$ cat src/rtl/mul_div_unit.sv
// Iterative multiply/divide unit with HI/LO registers for the EX stage.
// Optional single-cycle multiply when MULDIV_FAST_MULT_EN is defined.
module mul_div_unit #(
  parameter int WIDTH = 32,
  parameter int CNT_W = $clog2(WIDTH+1)
) (
  input  logic             clk,
  input  logic             reset,
  input  logic             start,
  input  logic [2:0]       op,
  input  logic [WIDTH-1:0] src_a,
  input  logic [WIDTH-1:0] src_b,
  input  logic             abort,
  output logic             busy,
  output logic             done,
  output logic [WIDTH-1:0] hi,
  output logic [WIDTH-1:0] lo
);

  typedef enum logic [1:0] {IDLE, CALC, FIXUP} stateT;
  stateT state, nextState;

  logic [CNT_W-1:0]   cnt;
  logic [WIDTH-1:0]   magA, magB, accHi, accLo;
  logic               negA, negB, divOp;
  logic               isSigned, launch, lastIter;
  logic [WIDTH-1:0]   absA, absB, quot, rem, signedA;
  logic [WIDTH:0]     mulSum;
  logic [WIDTH+1:0]   divTrial;
  logic [2*WIDTH-1:0] prod;

  assign isSigned = ~op[0];
  // Most-negative operand negates to itself; read unsigned it is the right magnitude.
  assign absA = (isSigned && src_a[WIDTH-1]) ? -src_a : src_a;
  assign absB = (isSigned && src_b[WIDTH-1]) ? -src_b : src_b;

`ifdef MULDIV_FAST_MULT_EN
  logic [2*WIDTH-1:0] fastProd;
  assign fastProd = op[0]
    ? {{WIDTH{1'b0}}, src_a} * {{WIDTH{1'b0}}, src_b}
    : {{WIDTH{src_a[WIDTH-1]}}, src_a} * {{WIDTH{src_b[WIDTH-1]}}, src_b};
  assign launch = start && !op[2] && op[1];
`else
  assign launch = start && !op[2];
`endif

  assign lastIter = (cnt == CNT_W'(WIDTH-1));

  always_ff @(posedge clk) begin
    if (reset) state <= IDLE;
    else       state <= nextState;
  end

  always_comb begin
    nextState = state;
    busy      = 1'b0;
    case (state)
      IDLE:  if (launch) nextState = CALC;
      CALC: begin
        busy = 1'b1;
        if (abort)         nextState = IDLE;
        else if (lastIter) nextState = FIXUP;
      end
      FIXUP: begin
        busy      = 1'b1;
        nextState = IDLE;
      end
      default: nextState = IDLE;
    endcase
  end

  // Multiply: accLo holds the multiplier and shifts out LSB-first while the
  // product grows into accHi. Divide: accHi is the partial remainder, accLo
  // shifts dividend bits out and quotient bits in.
  assign mulSum   = {1'b0, accHi} + {1'b0, (accLo[0] ? magA : {WIDTH{1'b0}})};
  assign divTrial = {1'b0, accHi, accLo[WIDTH-1]} - {2'b00, magB};

  assign prod    = (negA ^ negB) ? -{accHi, accLo} : {accHi, accLo};
  assign quot    = (negA ^ negB) ? -accLo : accLo;
  assign rem     = negA ? -accHi : accHi;
  assign signedA = negA ? -magA : magA;

  always_ff @(posedge clk) begin
    if (reset) begin
      hi    <= '0;
      lo    <= '0;
      done  <= 1'b0;
      cnt   <= '0;
      magA  <= '0;
      magB  <= '0;
      accHi <= '0;
      accLo <= '0;
      negA  <= 1'b0;
      negB  <= 1'b0;
      divOp <= 1'b0;
    end else begin
      done <= 1'b0;
      case (state)
        IDLE: if (start) begin
          if (op[2:1] == 2'b10) begin
            if (op[0]) lo <= src_a;
            else       hi <= src_a;
          end
`ifdef MULDIV_FAST_MULT_EN
          else if (op[2:1] == 2'b00) begin
            hi   <= fastProd[2*WIDTH-1:WIDTH];
            lo   <= fastProd[WIDTH-1:0];
            done <= 1'b1;
          end
`endif
          else if (launch) begin
            magA  <= absA;
            magB  <= absB;
            negA  <= isSigned && src_a[WIDTH-1];
            negB  <= isSigned && src_b[WIDTH-1];
            divOp <= op[1];
            cnt   <= '0;
            accHi <= '0;
            accLo <= op[1] ? absA : absB;
          end
        end
        CALC: begin
          cnt <= cnt + 1'b1;
          if (divOp) begin
            if (!divTrial[WIDTH+1]) begin
              accHi <= divTrial[WIDTH-1:0];
              accLo <= {accLo[WIDTH-2:0], 1'b1};
            end else begin
              accHi <= {accHi[WIDTH-2:0], accLo[WIDTH-1]};
              accLo <= {accLo[WIDTH-2:0], 1'b0};
            end
          end else begin
            accHi <= mulSum[WIDTH:1];
            accLo <= {mulSum[0], accLo[WIDTH-1:1]};
          end
        end
        FIXUP: if (!abort) begin
          done <= 1'b1;
          if (!divOp) begin
            hi <= prod[2*WIDTH-1:WIDTH];
            lo <= prod[WIDTH-1:0];
          end else if (magB == '0) begin
            hi <= signedA;
            lo <= '1;
          end else begin
            hi <= rem;
            lo <= quot;
          end
        end
        default: ;
      endcase
    end
  end

endmodule

$ cat config.mk
export PLATFORM = sky130hd
export DESIGN_NAME = mul_div_unit
export DESIGN_NICKNAME = d
export VERILOG_FILES = /design/src/rtl/mul_div_unit.sv
export SDC_FILE = /design/constraint.sdc
export NUM_CORES = 1
export LEC_CHECK = 0
export CAP_MARGIN = 20
export CORE_MARGIN = 2
export CORE_UTILIZATION = 45
export DETAILED_ROUTE_END_ITERATION = 6
export PLACE_DENSITY = 0.67
export RECOVER_POWER = 25
export SLEW_MARGIN = 15
export SYNTH_ARGS = -nofsm -noshare
export SYNTH_HDL_FRONTEND = slang
export SYNTH_SLANG_ARGS = --single-unit
export TNS_END_PERCENT = 10
$ cat constraint.sdc
create_clock -name clk -period 3.2 [get_ports clk]
set_input_delay 0.32 -clock clk [delete_from_list [all_inputs] [get_ports clk]]
set_output_delay 0.32 -clock clk [all_outputs]
set_load 0.02 [all_outputs]
Yosys cells after proc, flatten, opt, wreduce, memory -nomap -nowiden
Index checks and enable logic that the tools add are counted.

storage, ports and cells
  input port bits = 71
  word-level logic and storage cells = 96
  output and inout bits = 66
  register bits = 204

operators by class
  multiplexer cells = 44
  equal/unequal tests = 12
  bitwise operators = 4
  reduce and logical (&&, ||, !) cells = 15
  $add $sub $neg = 9

operators by type and width
  operator                                             count
  two-way mux 32 bit                                   28
  one-hot mux 32 bit (2 select lines)                  4
  negator 32 bit                                       5
  two-way mux 64 bit                                   1
  negator 64 bit                                       1
  subtractor 33 x 32 -> 34 bit                         1
  adder 32 x 32 -> 33 bit                              1
  zero test 32 bit                                     1
  two-way mux 6 bit                                    3
  inequality test 2 bit, second input constant         7
  one-hot mux 6 bit (2 select lines)                   1
  AND reduction 5 bit                                  2
  AND reduction 4 bit                                  2
  adder 6 x 1 -> 6 bit, second input constant          1
  equality test 6 x 5 -> 1 bit, second input constant  1
  two-way mux 2 bit                                    3
  equality test 2 bit, second input constant           2
  one-hot mux 2 bit (2 select lines)                   1
  nonzero test 2 bit                                   2
  OR reduction 2 bit                                   2
  logical AND 1 bit                                    3
  two-way mux 1 bit                                    3
  inequality test 3 bit, second input constant         1
  inverter 1 bit                                       3
  other kinds (5)                                      5

Longest topological paths before layout
Gate-level depths: netlist of run 1.

  depth after elaboration = 8
  depth in mapped cells = 16
  depth with buffers taken out = 14

Least setup slack after synthesis of run 1
Ideal clock, no wire load.

  path kind = flip-flop to flip-flop
  start = reg accLo[0]
  end = reg accHi[25]
  clock period less this slack = 3368 ps
  cell stages (with the launch flop) = 16
  data required time = 3078 ps
  setup time = 122 ps
  arrival time = 3246 ps
  path buffers = 2
  path slack = -168 ps
  cells stage by stage = dfxtp_1 clkbuf_1 clkbuf_1 inv_1 nor2_1 ha_1 inv_1 fa_1 nor2b_1 o31a_1 a21oi_1 o21ba_2 o31ai_1 a21boi_0 o311a_1 a221o_1

between the ends
  word-level cells in the longest chain between the ends = 4

ends and longest elaborated chain
  what                                 line  RTL
  start: declaration                   24    logic [WIDTH-1:0] magA, magB, accHi, accLo;
  start signal: assignment             119   accLo <= op[1] ? absA : absB;
  start signal: assignment             127   accLo <= {accLo[WIDTH-2:0], 1'b1};
  start signal: assignment             130   accLo <= {accLo[WIDTH-2:0], 1'b0};
  two-way mux 32 bit                   75    assign mulSum = {1'b0, accHi} + {1'b0, (accLo[0] ? magA : {WIDTH{1'b0}})};
  adder 32 x 32 -> 33 bit              75
  two-way mux 32 bit                   124   if (divOp) begin
  one-hot mux 32 bit (2 select lines)  98    case (state)
  end signal: assignment               126   accHi <= divTrial[WIDTH-1:0];
  end signal: assignment               129   accHi <= {accHi[WIDTH-2:0], accLo[WIDTH-1]};
  end signal: assignment               133   accHi <= mulSum[WIDTH:1];
  end: declaration                     24

Every way passes these cells.
A chain may end at the register's enable or synchronous reset.

Worst setup path after layout of run 1
  start = reg accLo[31]
  end = reg accHi[30]

between the ends
  word-level cells in the longest chain between the ends = 4

ends and longest elaborated chain
  what                                 line  RTL
  subtractor 33 x 32 -> 34 bit         76    assign divTrial = {1'b0, accHi, accLo[WIDTH-1]} - {2'b00, magB};
  two-way mux 32 bit                   125   if (!divTrial[WIDTH+1]) begin
  two-way mux 32 bit                   124
  one-hot mux 32 bit (2 select lines)  98

Every way passes these cells.

==> impl_metrics.tcl, run 1 <==
set metrics [dict create \
    outcome "finished, violations left" \
    violations "DRC" \
    async_flop_share_pct 0 \
    p_per_area_mw_per_mm2 372 \
    crit_chain "inv_1 -> ha_1 -> inv_1 -> fa_1 -> a211oi_1 -> o21a_2 -> a211o_1 -> a21o_1 -> a21oi_1 -> a311oi_1 -> xor2_1 -> o21ai_0 -> a32o_1" \
    synth_warnings 0 \
    dr.pass1.iters 7 \
    fillers 3602 \
    p_total_w 0.00789 \
    synth_cell_types 77 \
    hp-class "input port to flop" \
    drt-vias-per-instance 6.19 \
    wl_um 69600 \
    final.min_clock_period_ps 3070 \
    use_met1_pct 44.2 \
    relSlewSlack_pct 28.8 \
    setup_viol 0 \
    grt-ovfl-total 0 \
    crit_path_max_incr_delay_ps 400 \
    clock_tree.buffer_depth 3 \
    grt_max_degree 96 \
    ys_seq_area_share_pct 23.8 \
    rsz0062_at_grt "true" \
    grt_pass1_wl_um 104000 \
    cts_buffers 24 \
    antenna_found_initial 2 \
    die_h_um 199 \
    drc_errors 6 \
    port_buffers 136 \
    die_area_sq_mm 0.0397 \
    syn_area_per_cell_sq_um 7.40 \
    nNetsFinal 2673 \
    peakVddDrop_v 0.000479 \
    synth-seq-cells 204 \
    cpMostUsedCell "inv_1" \
    fmax_mhz 326 \
    num_io_pins 137 \
    clk_pin_slew_worst_paths_ps 60 \
    dr.first_iter.drc_count 1953 \
    detail_route.wl_per_cell_um 22.8 \
    critPathSlowestCell "fa_1" \
    tritoncts "yes" \
    synth_edf_count 0 \
    antenna_left 0 \
    worst_pin_slew_ps 1070 \
    hold_violations 0 \
    synth_simple_gate_area_share_pct 19.8 \
    gr-usage-met2_pct 55.5 \
    cp.buffers_inverters 2 \
    place_congestion 1.01 \
    leakagePower_nw 8.65 \
    cpLargestDelayFamily "compound AO/OA/AOI/OAI gates" \
    fin_crit_sh_pct 95.9 \
    diodes 0 \
    startpoint_type "flop" \
    grtUsageMet3_pct 5.70 \
    muxShareOfSynthArea_pct 3.02 \
    first_global_vias 18000 \
    syn2layout_area_growth_pct 23.6 \
    synthCells 2317 \
    cts_root_buf "clkbuf_16" \
    initial_core_util_pct 45.7 \
    fin_skew_ps 22.0 \
    grt-busiest-layer "met2" \
    tns_ps 0 \
    netlist_area_sq_mm 0.0172 \
    clock_sinks 204 \
    cp.required_ps 3650 \
    drv_slew 0 \
    critPathArrivalTime_ps 3520 \
    clock_latency_ps 570 \
    cts_hold_buffers 0 \
    ys.flop_type "dfxtp_1" \
    critical_path.endpoint_type "flop" \
    path_max_fanout 4 \
    grt_usage_pct 34.1 \
    vias 18900 \
    h-tree-depth 1 \
    synthAdderAreaFrac_pct 5.56 \
    synth_nets 2463 \
    dp_hpwl_um 54600 \
    synth_top_family_by_area "compound AO/OA/AOI/OAI gates" \
    drive_above_1_share_pct 13.8 \
    synth_compound_area_share_pct 30.1 \
    cap_violations 0 \
    core-area_sq_mm 0.0376 \
    crit_type "flop to flop" \
    die_w_um 199 \
    synth_xor_area_share_pct 11.8 \
    fp-row-count 71 \
]
## registers in the layout (all words and copies together) (netlist names), 2 cells and up
| signal | cells |
|---|---|
| accHi | 32 |
| accLo | 32 |
| cnt | 6 |
| hi | 32 |
| lo | 32 |
| magA | 32 |
| magB | 32 |
| state | 2 |
## final timing paths
check | start | to | slack (ps) | cells after the start
setup / recovery | accLo[31] | accHi[30] | 130 | 13
hold / removal | reset | accHi[6] | 260 | 4
setup reg to reg | accLo[31] | accHi[30] | 130 | 13
hold reg to reg | lo[23] | lo[23] | 450 | 2
## metal layers
metal / routed length, um / share of wire (%)
met1: 29200 / 42
met2: 31600 / 45
met3: 5440 / 7.8
met4: 3360 / 4.8
met5: 25 / 0.036
## logic make-up (layout without fill, tap and decap cells)
logic type,count (synthesis),in the layout
flops,204,204
fa+ha+maj,75,75
xor+xnor,232,232
compound gates,787,787
buf+inv,261,488
mux,48,48
simple gates,710,710
## cell usage after synthesis, drive strengths merged (8+ instances only)
master	n	share of area, %
o211ai	35	1.5
nor2b	15	0.55
or2	9	0.33
inv	76	1.7
a21o	45	2.0
nand2b	18	0.66
clkbuf	166	3.6
or3	17	0.62
nand3	29	0.88
and3	16	0.58
o221ai	34	1.7
xor2	108	5.5
or4	20	0.92
buf	17	0.49
a211o	10	0.51
o31ai	32	1.5
nand4	24	0.88
xnor2	124	6.3
a21oi	213	6.2
mux2i	27	1.6
a311oi	19	0.97
nor4	22	1.0
o21ai	152	4.4
ha	73	5.3
o21a	12	0.53
o41ai	16	0.86
a31oi	33	1.2
a211oi	114	5.0
nor3	53	1.5
nand2	205	4.5
dfxtp	204	24
o21bai	8	0.35
a22oi	11	0.48
and2	39	1.4
nor2	221	4.8
mux2	20	1.3
## repair_timing
| item | 4_1_cts | 5_1_grt |
|---|---|---|
| setup endpoints to repair | 1 | 39 |
| resized for setup | 1 | 21 |
| setup buffers | 0 | 1 |
| pin swaps | 0 | 4 |
## cell usage in the layout, fill, tap and decap left out, drive strengths merged, types with 34 or more instances in the layout
master / n
buf: 232
o21ai: 152
o221ai: 34
a21oi: 213
clkdlybuf4s50: 70
ha: 73
xor2: 108
dlygate4sd3: 64
and2: 39
inv: 76
a211oi: 114
nor3: 53
nand2: 205
nor2: 221
dfxtp: 204
a21o: 45
xnor2: 124
o211ai: 35
## final cells by class
cell class	instances	area, sq um	area share (%)
multi-input cells	1852	12200	57.7
flip-flops and latches	204	4090	19.3
repair buffers	367	3130	14.8
clock buffers	31	657	3.10
well taps	511	639	3.02
inverters	78	293	1.38
clock inverters	12	163	0.767
## worst reg2reg max path, cell delays in order (launching register included)
cell and delay (ps):
dfxtp_1 320, inv_1 80, ha_1 160, inv_1 50
fa_1 400, a211oi_1 300, o21a_2 250, a211o_1 170
a21o_1 180, a21oi_1 120, a311oi_1 340, xor2_1 220
o21ai_0 100, a32o_1 240
## power breakdown
group          switching, W  internal (W)  total [W]  leakage [nW]
Clock               0.00120       0.00170    0.00290         0.403
Sequential         0.000142       0.00268    0.00282          1.67
Combinational       0.00131      0.000862    0.00217          6.58
## stage by stage
stage	utilization, %	instance area [sq um]	instances	hold slack (ps)	setup slack (ps)
floorplan	-	17200	2317	392	75.0
global placement	53.9	20300	3010	441	-54.5
detailed placement	53.9	20300	3010	447	-83.4
CTS	56.1	21100	3053	367	45.3
global route	56.4	21200	3055	252	-33.9
finish	56.4	21200	3055	262	130
No activity file was read; power rests on OpenSTA's default activity.
==> run 2, diff against run 1 <==
--- a/config.mk
+++ b/config.mk
@@ -7,9 +7,10 @@
 export LEC_CHECK = 0
 export CAP_MARGIN = 20
 export CORE_MARGIN = 2
-export CORE_UTILIZATION = 45
+export CORE_UTILIZATION = 48
 export DETAILED_ROUTE_END_ITERATION = 6
-export PLACE_DENSITY = 0.67
+export DONT_BUFFER_PORTS = 1
+export PLACE_DENSITY = 0.65
 export RECOVER_POWER = 25
 export SLEW_MARGIN = 15
 export SYNTH_ARGS = -nofsm -noshare
==> run 2 against run 1 <==
  * Maximum frequency decreased by 0.33%
  * Die area decreased by 6.1%
  * Critical path depth decreased by 1
  * First-iteration DRC count increased by 4.4%
  * The flow now finishes without violations
  * Global-route usage increased by 1.6 points
==> impl_metrics.tcl, run 2 (same netlist as run 1, synthesis figures left out) <==
set metrics [dict create \
    outcome "finished, final reports clean" \
    antenna_found_initial 4 \
    num_io_pins 137 \
    cp.buffers_inverters 2 \
    critPathArrivalTime_ps 3530 \
    die_w_um 193 \
    rsz0062_at_grt "true" \
    tritoncts "yes" \
    fin_crit_sh_pct 96.3 \
    wl_um 68100 \
    place_congestion 0.977 \
    dp_cells 2726 \
    port_buffers 0 \
    cap_violations 0 \
    cp.required_ps 3650 \
    antenna_left 0 \
    setup.worst_path.start "magB[2]" \
    hp-class "input port to flop" \
    critical_path.endpoint_type "flop" \
    cpLargestDelayFamily "compound AO/OA/AOI/OAI gates" \
    p_per_area_mw_per_mm2 383 \
    final.min_clock_period_ps 3080 \
    dr.first_iter.drc_count 2038 \
    grt_usage_pct 35.7 \
    timing.rr.start "magB[2]" \
    reg2reg_depth 12 \
    nNetsFinal 2463 \
    drc_errors 0 \
    crit_path_max_incr_delay_ps 380 \
    drv_slew 0 \
    r2r_end "accHi[3]" \
    grt_max_degree 147 \
    clock_latency_ps 560 \
    vias 18300 \
    cpMostUsedCell "a21oi_1" \
    dp_hpwl_um 51400 \
    die_h_um 193 \
    fin_skew_ps 12.2 \
    stdcell_count 2793 \
    worst_pin_slew_ps 992 \
    die_area_sq_mm 0.0373 \
    mostFrequentLayoutCell "nor2_1" \
    setup_viol 0 \
    placed_cell_area_sq_mm 0.0181 \
    core-area_sq_mm 0.0354 \
    fmax_mhz 325 \
    crit_type "flop to flop" \
    clk_pin_slew_worst_paths_ps 60 \
    syn2layout_area_growth_pct 12.5 \
    min_to "hi[27]" \
    detail_route.wl_per_cell_um 24.4 \
    path_max_fanout 23 \
    cts_buffers 24 \
    crit_chain "inv_1 -> ha_1 -> o21ai_0 -> a21oi_1 -> o41a_1 -> a31o_2 -> a41o_4 -> a31oi_4 -> buf_12 -> or3_1 -> a21oi_1 -> a221o_1" \
    grt_pass1_wl_um 101000 \
    cts_root_buf "clkbuf_16" \
    initial_core_util_pct 48.5 \
    final_util_pct 54.5 \
    relSlewSlack_pct 33.9 \
    drive_above_1_share_pct 10.7 \
    grt-ovfl-total 0 \
    fp-row-count 69 \
    drt-vias-per-instance 6.55 \
    clock_sinks 204 \
    hold_violations 0 \
    hold_depth 2 \
    first_global_vias 17300 \
    h-tree-depth 1 \
    critPathSlowestCell "o41a_1" \
    fin_area_sq_mm 0.0193 \
    dr.pass1.iters 5 \
    final_cell_mix "nor2_1 (219), a21oi_1 (209), nand2_1 (204), dfxtp_1 (200), o21ai_0 (144)" \
    leakagePower_nw 7.56 \
    clock_tree.buffer_depth 3 \
    peakVddDrop_v 0.000414 \
    worstHoldStart "src_a[27]" \
    reg2reg_slack_ps 120 \
    startpoint_type "flop" \
]
==> run 2: changes by cell type in the layout (fill, tap and decap cells not counted), moves of 3 or more <==
cell	previous run	this run
a311oi_1	19	16
dlygate4sd3_1	64	24
buf_4	226	128
clkdlybuf4s50_1	70	0
clkinv_2	7	3
a21oi_2	6	3
a311oi_2	0	3
==> run 2: cell type report <==
class	instances	area, sq um
diodes	2	5.00
clock buffers	34	678
clock inverters	5	61.3
fillers	3454	16100
inverters	78	293
multi-input cells	1852	12300
flip-flops and latches	204	4090
well taps	461	577
repair buffers	157	1310
==> run 2: worst max-delay path by stage <==
stage,slack (ps),endpoint,depth (start not counted)
after global routing,-60,accHi[27],13
after CTS,60,accHi[20],12
after global placement,120,accHi[20],12
after detailed placement,90,accHi[20],12
after floorplan,70,accHi[25],15
final,120,accHi[3],12
==> run 2: what timing repair did <==
item | 4_1_cts | 5_1_grt
hold endpoints to repair | 161 | 0
setup buffers | 0 | 1
setup endpoints to repair | 0 | 34
hold buffers | 25 | 0
resized for setup | 0 | 26
==> run 2: worst reg2reg max path, cell delays in order, from the launching register on <==
cell     delay, ps
dfxtp_1        360
inv_1           60
ha_1           370
o21ai_0        170
a21oi_1         80
o41a_1         380
a31o_2         320
a41o_4         290
a31oi_4        290
buf_12         200
or3_1          140
a21oi_1         60
a221o_1        270
==> run 2: layer usage <==
layer  wire (um)  vias to the layer above  global-route usage [%]
li1            -                     8451                       -
met1       27100                     8663                    45.5
met3        6670                      245                    8.42
met5          90                        -                    1.06
met2       30400                      922                    56.4
met4        3800                        8                    17.9
==> run 2: metrics by stage <==
step	setup TNS (ps)	hold WS, ps	setup slack (ps)	total power [W]
3_5_place_dp	0	418	92.0	0.00458
5_1_grt	-174	23.6	-62.1	0.00763
4_1_cts	0	5.56	55.7	0.00733
3_3_place_gp	0	419	119	0.00456
6_report	0	5.15	120	0.00740
2_1_floorplan	0	392	75.0	0.00405
==> run 2: where the power goes <==
part / leakage, nW / internal (W) / switching, W
combinational: 5.53 / 0.000665 / 0.00112
clock: 0.364 / 0.00154 / 0.00118
sequential: 1.67 / 0.00268 / 0.000211
total: 7.56 / 0.00489 / 0.00251
